**config.mk**
```make
export PLATFORM = sky130hd
export DESIGN_NAME = sd_spi_responder
export DESIGN_NICKNAME = d
export VERILOG_FILES = /design/src/rtl/sd_spi_responder.sv
export SDC_FILE = /design/constraint.sdc
export NUM_CORES = 1
export LEC_CHECK = 0
export ABC_AREA = 1
export BUFFER_PORTS_ARGS = -buffer_cell sky130_fd_sc_hd__buf_2
export CAP_MARGIN = 10
export CORE_ASPECT_RATIO = 0.9
export CORE_MARGIN = 8
export CORE_UTILIZATION = 50
export CTS_CLUSTER_DIAMETER = 80
export DETAILED_ROUTE_END_ITERATION = 10
export GPL_TIMING_DRIVEN = 0
export PLACE_DENSITY_LB_ADDON = 0.25
export REMOVE_ABC_BUFFERS = 1
export SYNTH_ARGS = -nofsm -noshare
export SYNTH_HDL_FRONTEND = slang
export SYNTH_SLANG_ARGS = --single-unit
```
**constraint.sdc**
```tcl
create_clock -name clk_clk -period 2.24 [get_ports clk_clk]
set_input_delay 0.56 -clock clk_clk [delete_from_list [all_inputs] [get_ports clk_clk]]
set_output_delay 0.56 -clock clk_clk [all_outputs]
set_load 0.01 [all_outputs]
```
**src/rtl/sd_spi_responder.sv**
```systemverilog
// sd_spi_responder: SPI-mode SD-card target that decodes 6-byte commands and streams host response bytes.
// Latency: cmd_valid 1 clk after the CRC byte's 8th synchronised SCLK rise; MISO follows SCLK by ~3 clk (2-FF sync + edge detect).
// Backpressure: cmd_valid held until cmd_ready; resp bytes taken only at byte boundaries, fill bytes sent while host idle.
//
// Ports:
//   clk_clk, reset_reset_n            system clock, async active-low reset
//   spi_sclk/spi_cs/spi_mosi/spi_miso SPI mode 0 target pins (inputs 2-FF synchronised, SCLK <= clk_clk/8)
//   cmd_valid/cmd_ready               decoded command handshake; cmd_index/cmd_arg/cmd_crc carry the frame
//   resp_valid/resp_ready             host response byte offer; resp_ready pulses one clk when resp_data is taken
//   resp_data/resp_last               response byte and final-byte marker
//   resp_timeout                      one-clk pulse when NCR_MAX fill bytes pass without a response
//   busy                              FSM is not idle
//
// Optional feature: define SD_CRC7_CHECK_EN to verify CRC7 over bytes 0..4; a mismatching frame is not
// presented and the card answers with a single R1 byte 8'h08 instead.

module sd_spi_responder #(
  parameter int         NCR_MAX   = 8,
  parameter logic [7:0] FILL_BYTE = 8'hFF
) (
  input  logic        clk_clk,
  input  logic        reset_reset_n,
  input  logic        spi_sclk,
  input  logic        spi_cs,
  input  logic        spi_mosi,
  output logic        spi_miso,
  output logic        cmd_valid,
  input  logic        cmd_ready,
  output logic [5:0]  cmd_index,
  output logic [31:0] cmd_arg,
  output logic [6:0]  cmd_crc,
  input  logic        resp_valid,
  output logic        resp_ready,
  input  logic [7:0]  resp_data,
  input  logic        resp_last,
  output logic        resp_timeout,
  output logic        busy
);

  localparam logic [7:0] NCR_LIM = 8'(NCR_MAX);

  typedef enum logic [2:0] {
    S_IDLE,
    S_COLLECT,
    S_PRESENT,
    S_WAIT,
    S_SEND
  } state_e;

  // ---------------------------------------------------------------------------
  // Input synchronisers. SCLK gets a third stage so edges can be detected on
  // the synchronised copy; MOSI shares the SCLK delay so it is sampled aligned.
  // ---------------------------------------------------------------------------
  logic sclk_s1_q, sclk_s2_q, sclk_s3_q;
  logic cs_s1_q, cs_s2_q;
  logic mosi_s1_q, mosi_s2_q;

  always_ff @(posedge clk_clk or negedge reset_reset_n) begin
    if (!reset_reset_n) begin
      sclk_s1_q <= 1'b0;
      sclk_s2_q <= 1'b0;
      sclk_s3_q <= 1'b0;
      cs_s1_q   <= 1'b1;
      cs_s2_q   <= 1'b1;
      mosi_s1_q <= 1'b0;
      mosi_s2_q <= 1'b0;
    end else begin
      sclk_s1_q <= spi_sclk;
      sclk_s2_q <= sclk_s1_q;
      sclk_s3_q <= sclk_s2_q;
      cs_s1_q   <= spi_cs;
      cs_s2_q   <= cs_s1_q;
      mosi_s1_q <= spi_mosi;
      mosi_s2_q <= mosi_s1_q;
    end
  end

  logic cs_act;
  logic sclk_rise;
  logic sclk_fall;

  assign cs_act    = ~cs_s2_q;
  assign sclk_rise = sclk_s2_q & ~sclk_s3_q;
  assign sclk_fall = ~sclk_s2_q & sclk_s3_q;

  // ---------------------------------------------------------------------------
  // State
  // ---------------------------------------------------------------------------
  state_e      state_q, state_d;
  logic [2:0]  bit_cnt_q, bit_cnt_d;
  logic [6:0]  rx_shift_q, rx_shift_d;
  logic [7:0]  tx_shift_q, tx_shift_d;
  logic        load_pend_q, load_pend_d;
  logic [2:0]  byte_idx_q, byte_idx_d;
  logic [5:0]  cmd_index_q, cmd_index_d;
  logic [31:0] cmd_arg_q, cmd_arg_d;
  logic [6:0]  cmd_crc_q, cmd_crc_d;
  logic        cmd_valid_q, cmd_valid_d;
  logic [7:0]  ncr_q, ncr_d;
  logic        last_q, last_d;
  logic        resp_ready_q, resp_ready_d;
  logic        resp_timeout_q, resp_timeout_d;

`ifdef SD_CRC7_CHECK_EN
  localparam logic [7:0] R1_CRC_ERR = 8'h08;

  logic [6:0] crc_calc_q, crc_calc_d;
  logic       err_pend_q, err_pend_d;

  // CRC7, poly x^7+x^3+1, MSB first.
  function automatic logic [6:0] crc7_byte(input logic [6:0] crc_in, input logic [7:0] data);
    logic [6:0] c;
    logic       fb;
    c = crc_in;
    for (int i = 7; i >= 0; i--) begin
      fb = c[6] ^ data[i];
      c  = {c[5:0], 1'b0};
      if (fb) c = c ^ 7'h09;
    end
    return c;
  endfunction

  always_ff @(posedge clk_clk or negedge reset_reset_n) begin
    if (!reset_reset_n) begin
      crc_calc_q <= 7'd0;
      err_pend_q <= 1'b0;
    end else begin
      crc_calc_q <= crc_calc_d;
      err_pend_q <= err_pend_d;
    end
  end
`endif

  always_ff @(posedge clk_clk or negedge reset_reset_n) begin
    if (!reset_reset_n) begin
      state_q        <= S_IDLE;
      bit_cnt_q      <= 3'd0;
      rx_shift_q     <= 7'd0;
      tx_shift_q     <= FILL_BYTE;
      load_pend_q    <= 1'b0;
      byte_idx_q     <= 3'd0;
      cmd_index_q    <= 6'd0;
      cmd_arg_q      <= 32'd0;
      cmd_crc_q      <= 7'd0;
      cmd_valid_q    <= 1'b0;
      ncr_q          <= 8'd0;
      last_q         <= 1'b0;
      resp_ready_q   <= 1'b0;
      resp_timeout_q <= 1'b0;
    end else begin
      state_q        <= state_d;
      bit_cnt_q      <= bit_cnt_d;
      rx_shift_q     <= rx_shift_d;
      tx_shift_q     <= tx_shift_d;
      load_pend_q    <= load_pend_d;
      byte_idx_q     <= byte_idx_d;
      cmd_index_q    <= cmd_index_d;
      cmd_arg_q      <= cmd_arg_d;
      cmd_crc_q      <= cmd_crc_d;
      cmd_valid_q    <= cmd_valid_d;
      ncr_q          <= ncr_d;
      last_q         <= last_d;
      resp_ready_q   <= resp_ready_d;
      resp_timeout_q <= resp_timeout_d;
    end
  end

  // ---------------------------------------------------------------------------
  // Next state
  // ---------------------------------------------------------------------------
  logic [7:0] rx_byte;
  logic       byte_done;
  logic       load_pt;

  always_comb begin
    rx_byte        = {rx_shift_q, mosi_s2_q};
    byte_done      = cs_act & sclk_rise & (bit_cnt_q == 3'd7);
    load_pt        = cs_act & sclk_fall & load_pend_q;

    state_d        = state_q;
    bit_cnt_d      = bit_cnt_q;
    rx_shift_d     = rx_shift_q;
    tx_shift_d     = tx_shift_q;
    load_pend_d    = load_pend_q;
    byte_idx_d     = byte_idx_q;
    cmd_index_d    = cmd_index_q;
    cmd_arg_d      = cmd_arg_q;
    cmd_crc_d      = cmd_crc_q;
    cmd_valid_d    = cmd_valid_q;
    ncr_d          = ncr_q;
    last_d         = last_q;
    resp_ready_d   = 1'b0;
    resp_timeout_d = 1'b0;
`ifdef SD_CRC7_CHECK_EN
    crc_calc_d     = crc_calc_q;
    err_pend_d     = err_pend_q;
`endif

    if (!cs_act) begin
      // Deselect aborts whatever is in flight and re-aligns the bit counter.
      bit_cnt_d   = 3'd0;
      tx_shift_d  = FILL_BYTE;
      load_pend_d = 1'b0;
      state_d     = S_IDLE;
      cmd_valid_d = 1'b0;
      last_d      = 1'b0;
`ifdef SD_CRC7_CHECK_EN
      err_pend_d  = 1'b0;
`endif
    end else begin
      if (sclk_rise) begin
        rx_shift_d = rx_byte[6:0];
        bit_cnt_d  = bit_cnt_q + 3'd1;
        if (bit_cnt_q == 3'd7) load_pend_d = 1'b1;
      end

      // The falling edge after a completed byte loads a fresh TX byte so its
      // MSB is on MISO before the master's next rising edge. The FSM below
      // may override the fill byte with response data.
      if (sclk_fall) begin
        if (load_pend_q) begin
          load_pend_d = 1'b0;
          tx_shift_d  = FILL_BYTE;
        end else begin
          tx_shift_d = {tx_shift_q[6:0], 1'b1};
        end
      end

      case (state_q)
        S_IDLE: begin
          if (byte_done && (rx_byte[7:6] == 2'b01)) begin
            cmd_index_d = rx_byte[5:0];
            byte_idx_d  = 3'd0;
            state_d     = S_COLLECT;
`ifdef SD_CRC7_CHECK_EN
            crc_calc_d  = crc7_byte(7'd0, rx_byte);
`endif
          end
        end

        S_COLLECT: begin
          if (byte_done) begin
            byte_idx_d = byte_idx_q + 3'd1;
            case (byte_idx_q)
              3'd0: cmd_arg_d[31:24] = rx_byte;
              3'd1: cmd_arg_d[23:16] = rx_byte;
              3'd2: cmd_arg_d[15:8]  = rx_byte;
              3'd3: cmd_arg_d[7:0]   = rx_byte;
              default: begin
                cmd_crc_d = rx_byte[7:1];
`ifdef SD_CRC7_CHECK_EN
                if (crc_calc_q != rx_byte[7:1]) begin
                  state_d    = S_SEND;
                  err_pend_d = 1'b1;
                end else begin
                  state_d     = S_PRESENT;
                  cmd_valid_d = 1'b1;
                end
`else
                state_d     = S_PRESENT;
                cmd_valid_d = 1'b1;
`endif
              end
            endcase
`ifdef SD_CRC7_CHECK_EN
            if (byte_idx_q < 3'd4) crc_calc_d = crc7_byte(crc_calc_q, rx_byte);
`endif
          end
        end

        S_PRESENT: begin
          // A load point in this state always sends fill; the response search
          // starts at the next load point after the handshake.
          if (cmd_valid_q && cmd_ready) begin
            cmd_valid_d = 1'b0;
            ncr_d       = 8'd0;
            state_d     = S_WAIT;
          end
        end

        S_WAIT: begin
          if (load_pt) begin
            if (resp_valid) begin
              tx_shift_d   = resp_data;
              resp_ready_d = 1'b1;
              last_d       = resp_last;
              state_d      = S_SEND;
            end else begin
              ncr_d = ncr_q + 8'd1;
              if ((ncr_q + 8'd1) == NCR_LIM) begin
                resp_timeout_d = 1'b1;
                state_d        = S_IDLE;
              end
            end
          end
        end

        S_SEND: begin
          if (load_pt) begin
            if (last_q) begin
              // Final byte has just been shifted out completely.
              last_d  = 1'b0;
              state_d = S_IDLE;
`ifdef SD_CRC7_CHECK_EN
            end else if (err_pend_q) begin
              tx_shift_d = R1_CRC_ERR;
              err_pend_d = 1'b0;
              last_d     = 1'b1;
`endif
            end else if (resp_valid) begin
              tx_shift_d   = resp_data;
              resp_ready_d = 1'b1;
              last_d       = resp_last;
            end
          end
        end

        default: state_d = S_IDLE;
      endcase
    end
  end

  assign spi_miso     = tx_shift_q[7];
  assign cmd_valid    = cmd_valid_q;
  assign cmd_index    = cmd_index_q;
  assign cmd_arg      = cmd_arg_q;
  assign cmd_crc      = cmd_crc_q;
  assign resp_ready   = resp_ready_q;
  assign resp_timeout = resp_timeout_q;
  assign busy         = (state_q != S_IDLE);

endmodule

```
Word level (Yosys, flattened, before mapping)
Cells that the tools add are included.
{"block": "word_totals", "ff_bits": 89, "input_bits": 16, "word_cells": 140}
{"block": "classes", "add_sub_neg": 3, "n_eq_ne": 24, "muxes": 56, "bitwise_logic": 10, "reduce_logical": 23}
{"cell": "8-bit two-way mux", "n": 10}
{"cell": "3-bit two-way mux", "n": 14}
{"cell": "8-bit one-hot mux with 2 select lines", "n": 2}
{"cell": "4-bit AND reduction", "n": 8}
{"cell": "1-bit two-way mux", "n": 25}
{"cell": "3-bit != test (second input constant)", "n": 8}
{"cell": "3-bit one-hot mux with 5 select lines", "n": 1}
{"cell": "3-bit by 2-bit == test with 1-bit output (second input constant)", "n": 4}
{"cell": "2-bit != test (second input constant)", "n": 5}
{"cell": "3-bit nonzero test", "n": 3}
{"cell": "8-bit by 1-bit adder with 8-bit output (second input constant)", "n": 1}
{"cell": "8-bit by 4-bit == test with 1-bit output (second input constant)", "n": 1}
{"cell": "8-bit AND reduction", "n": 1}
{"cell": "3-bit by 1-bit adder with 3-bit output (second input constant)", "n": 2}
{"cell": "1-bit bitwise AND", "n": 6}
{"cell": "3-bit by 1-bit == test with 1-bit output (second input constant)", "n": 2}
{"cell": "3-bit == test (second input constant)", "n": 2}
{"cell": "3-bit zero test", "n": 2}
{"cell": "1-bit one-hot mux with 2 select lines", "n": 3}
{"cell": "3-bit one-hot mux with 2 select lines", "n": 1}
{"cell": "2-bit nonzero test", "n": 3}
{"cell": "5-bit AND reduction", "n": 1}
{"cell": "4-bit != test (second input constant)", "n": 1}
{"cell": "1-bit NOT", "n": 4}
{"cell": "other kinds (5)", "n": 6}

Logic depth before layout (Yosys ltp)
{"block": "logic_depth", "depth_word": 8, "depth_mapped": 11, "mapped_depth_nobuf": 11}

Worst setup path after synthesis
No wires, ideal clock.
{"block": "synth_timing", "kind": "register to register", "from": "register ncr_q[0]", "to": "register state_q[0]", "setup_ns": 0.117, "arrival_ns": 1.388, "required_ns": 2.123, "setup_slack_ns": 0.735, "path_stages_with_launch": 11, "synth_period_minus_slack_ns": 1.505, "path_cell_list": "dfrtp_1 ha_1 nand3_1 o21ai_0 nand2_1 nor2_1 nand3_1 nand2_1 nand2_1 nand2_1 nand2_1"}
{"block": "synth_via", "elab_chain_cells": 4}
{"item": "start: declaration", "line_no": "99", "rtl": "logic [7:0] ncr_q, ncr_d;"}
{"item": "start signal: assignment", "line_no": "161", "rtl": "ncr_q <= ncr_d;"}
{"item": "8-bit by 1-bit adder with 8-bit output", "line_no": "290", "rtl": "if ((ncr_q + 8'd1) == NCR_LIM) begin"}
{"item": "8-bit by 4-bit == test with 1-bit output", "line_no": "290"}
{"item": "4-bit != test (no line)"}
{"item": "8-bit AND reduction (no line)"}
{"item": "end signal: assignment", "line_no": "151", "rtl": "state_q <= state_d;"}
{"item": "end: declaration", "line_no": "89", "rtl": "state_e state_q, state_d;"}
No other way between the ends.
A chain may end at the register's enable or synchronous reset.

Final worst setup path
{"block": "layout_timing", "from": "register state_q[0]", "to": "output busy"}
{"block": "layout_via", "elab_chain_cells": 1}
{"item": "3-bit nonzero test", "line_no": "330", "rtl": "assign busy = (state_q != S_IDLE);"}
{"item": "end: declaration", "line_no": "37", "rtl": "output logic busy"}
No other way between the ends.

==> results.ini <==
[run_status]
status = completed

[clock_network]
cts-resized-gates = 0
htreeDepth = 3
cts.clk_slew.worst_paths_ns = 0.09
post_cts_buffers = 0
root_buffer = clkbuf_8
cts_tree = built
cts_buffer_depth = 2
cts_sinks = 89
clk_latency_ns = 0.37
cts_buffers = 9
cts_hold_buf = 0

[synthesis]
synth.avg_cell_area_sq_um = 9.44
ys_warn_count = 0
syn_area_sq_um = 4050
synthFlopType = dfrtp_1
seq_area_frac_synth_pct = 55.3
yosysTopAreaCell = dfrtp_1
synthArstFlopShare_pct = 100
synth-seq-cells = 89
synth-edff-count = 0
yosys.area.top_type_share_pct = 48.8
ys_types = 37
netlist_instances = 429
ys_top_cells_by_area = dfrtp_1, nand2_1, dfstp_2, o21ai_2, o21ai_0

[layout]
finalInstanceArea_sq_um = 4630
mostFrequentLayoutCells = nand2_1, dfrtp_1, buf_2
fin_util_pct = 58.3
multi_input_area_sq_um = 1570
fillers = 727
antenna_cells = 0
fin_nets = 520
drive_gt1_share_pct = 29.1
regArea_sq_um = 2240
syn2layout_area_growth_pct = 14.4
final_common_cell = nand2_1

[global_routing]
grt_overflow = 0
antenna_found_initial = 0
grt_max_degree = 49
grt_pass1_wl_um = 14500
track_usage_pct = 15.7
first_global_vias = 3048

[sta]
drv_slew = 0
worst_slew_pin_slew_ns = 0.549
fmax_ghz = 0.492
setup_viol = 0
final_hold_viol_count = 0
relSlewSlack_pct = 63.4
fin_crit_ns = 2.03
finalCritPeriodShare_pct = 90.8
hold_slack_ns = 0.172
rsz0062_at_grt = false
fin_skew_ns = 0.0129

[drt]
antenna_left = 0
first_pass_iters = 4
drcViolationCount = 0
vias_per_cell = 5.07
finalWirelength_um = 8410
wire_per_inst_um = 14.0
vias = 3042
first_iter_violations = 131

[pwr]
ir_drop_mv = 0.415
report.power.total_w = 0.00337
p_leak_nw = 2.41
power.density_nw_per_um2 = 727

[critical_path]
start_kind = flop
reg2reg_from = bit_cnt_q[0]$_DFFE_PN0P_
worstSetupPathType = reg2out
timing.rr.end = byte_idx_q[2]$_DFFE_PN0P_
worst-r2r-setup-slack_ns = 0.21
required_ns = 1.68
crit_arrival_ns = 1.47
end_kind = primary output
crit_fanout = 6
reg2regPathDepth = 7

[placed_design]
dp_hpwl_um = 5890
portBuffers = 65
postPlaceCellArea_sq_um = 4460
place.gp.congestion = 0.795

[run]
maxCapViolCount = 0

[floorplan]
initial_core_util_pct = 51.0
fp.dieH_um = 101
ioPinCount = 66
dieWidth_um = 111
fp.dieArea_sq_um = 11200
rows = 31
coreArea_sq_um = 7950

[min_path]
hold_class = in2async

## power breakdown
group	internal, W	leakage, nW	switching, W
clock network	0.000413	0.0904	0.000607
logic	0.000162	1.15	0.000384
registers	0.00171	1.17	0.0000873
total	0.00229	2.41	0.00108
## cells in the mapped netlist, types with 4 or more instances
library cell  number
buf_6              4
a21oi_1            4
o21ai_0           39
buf_2              4
o21ai_1            4
o21ai_2           25
ha_1               8
nand2_1          114
inv_1             37
nand2_2            5
nor2_1            22
inv_2              5
dfrtp_1           79
dfstp_2           10
nand3_1           30
nand2_4            4
## routing by layer
layer	global-route usage, %	share of wire [%]	vias to the layer above
li1	-	-	1536
met1	19.5	48	1438
met2	25.5	46	59
met3	4.91	5.0	9
met4	5.50	1.2	0
met5	0	0	-
## final cells by class
class	instances	share of cell area, %
clock buffers	9	2.67
clock inverters	7	1.13
inverters	44	3.64
multi-input cells	286	33.9
flip-flops and latches	89	48.3
well taps	99	2.67
repair buffers	66	7.67
## flip-flops by register name (all words and copies together), names as in the netlist, 3 cells and up
register    count
bit_cnt_q       3
byte_idx_q      3
cmd_arg        32
cmd_crc         7
cmd_index       6
ncr_q           8
rx_shift_q      7
state_q         3
tx_shift_q      8
## critical path, stage by stage (launching register included)
cell	delay [ns]
dfrtp_1	0.46
nor2_1	0.19
inv_1	0.06
nor2_1	0.17
inv_1	0.09
buf_2	0.15
## stage by stage
stage | setup TNS (ns) | worst slack, ns | cells
final | 0 | 0.207 | 600
after global routing | 0 | 0.0151 | 600
after CTS | 0 | 0.163 | 600
after detailed placement | 0 | 0.198 | 584
after global placement | -11.04 | -0.145 | 583
after floorplan | 0 | 0.621 | 419
## how the worst max path moves through the flow
stage | startpoint | slack [ns] | to | cells after the start
5_1_grt | state_q[0]$_DFFE_PN0P_ | 0.02 | busy | 5
4_1_cts | bit_cnt_q[0]$_DFFE_PN0P_ | 0.16 | byte_idx_q[2]$_DFFE_PN0P_ | 7
3_3_place_gp | reset_reset_n | -0.14 | ncr_q[4]$_DFFE_PN0P_ | 1
6_report | state_q[0]$_DFFE_PN0P_ | 0.21 | busy | 5
3_5_place_dp | bit_cnt_q[0]$_DFFE_PN0P_ | 0.20 | byte_idx_q[2]$_DFFE_PN0P_ | 7
2_1_floorplan | bit_cnt_q[0]$_DFFE_PN0P_ | 0.62 | byte_idx_q[0]$_DFFE_PN0P_ | 8
## logic make-up after synthesis
| group | synth area share (%) |
|---|---|
| AO/OA/AOI/OAI | 14.1 |
| AND/OR/NAND/NOR | 22.0 |
| buffers and inverters | 5.96 |
| flip-flops | 55.3 |
| XOR/XNOR | 0.216 |
| adder cells (fa/ha/maj) | 2.47 |
Note: power is estimated with default switching activity, not from simulation.
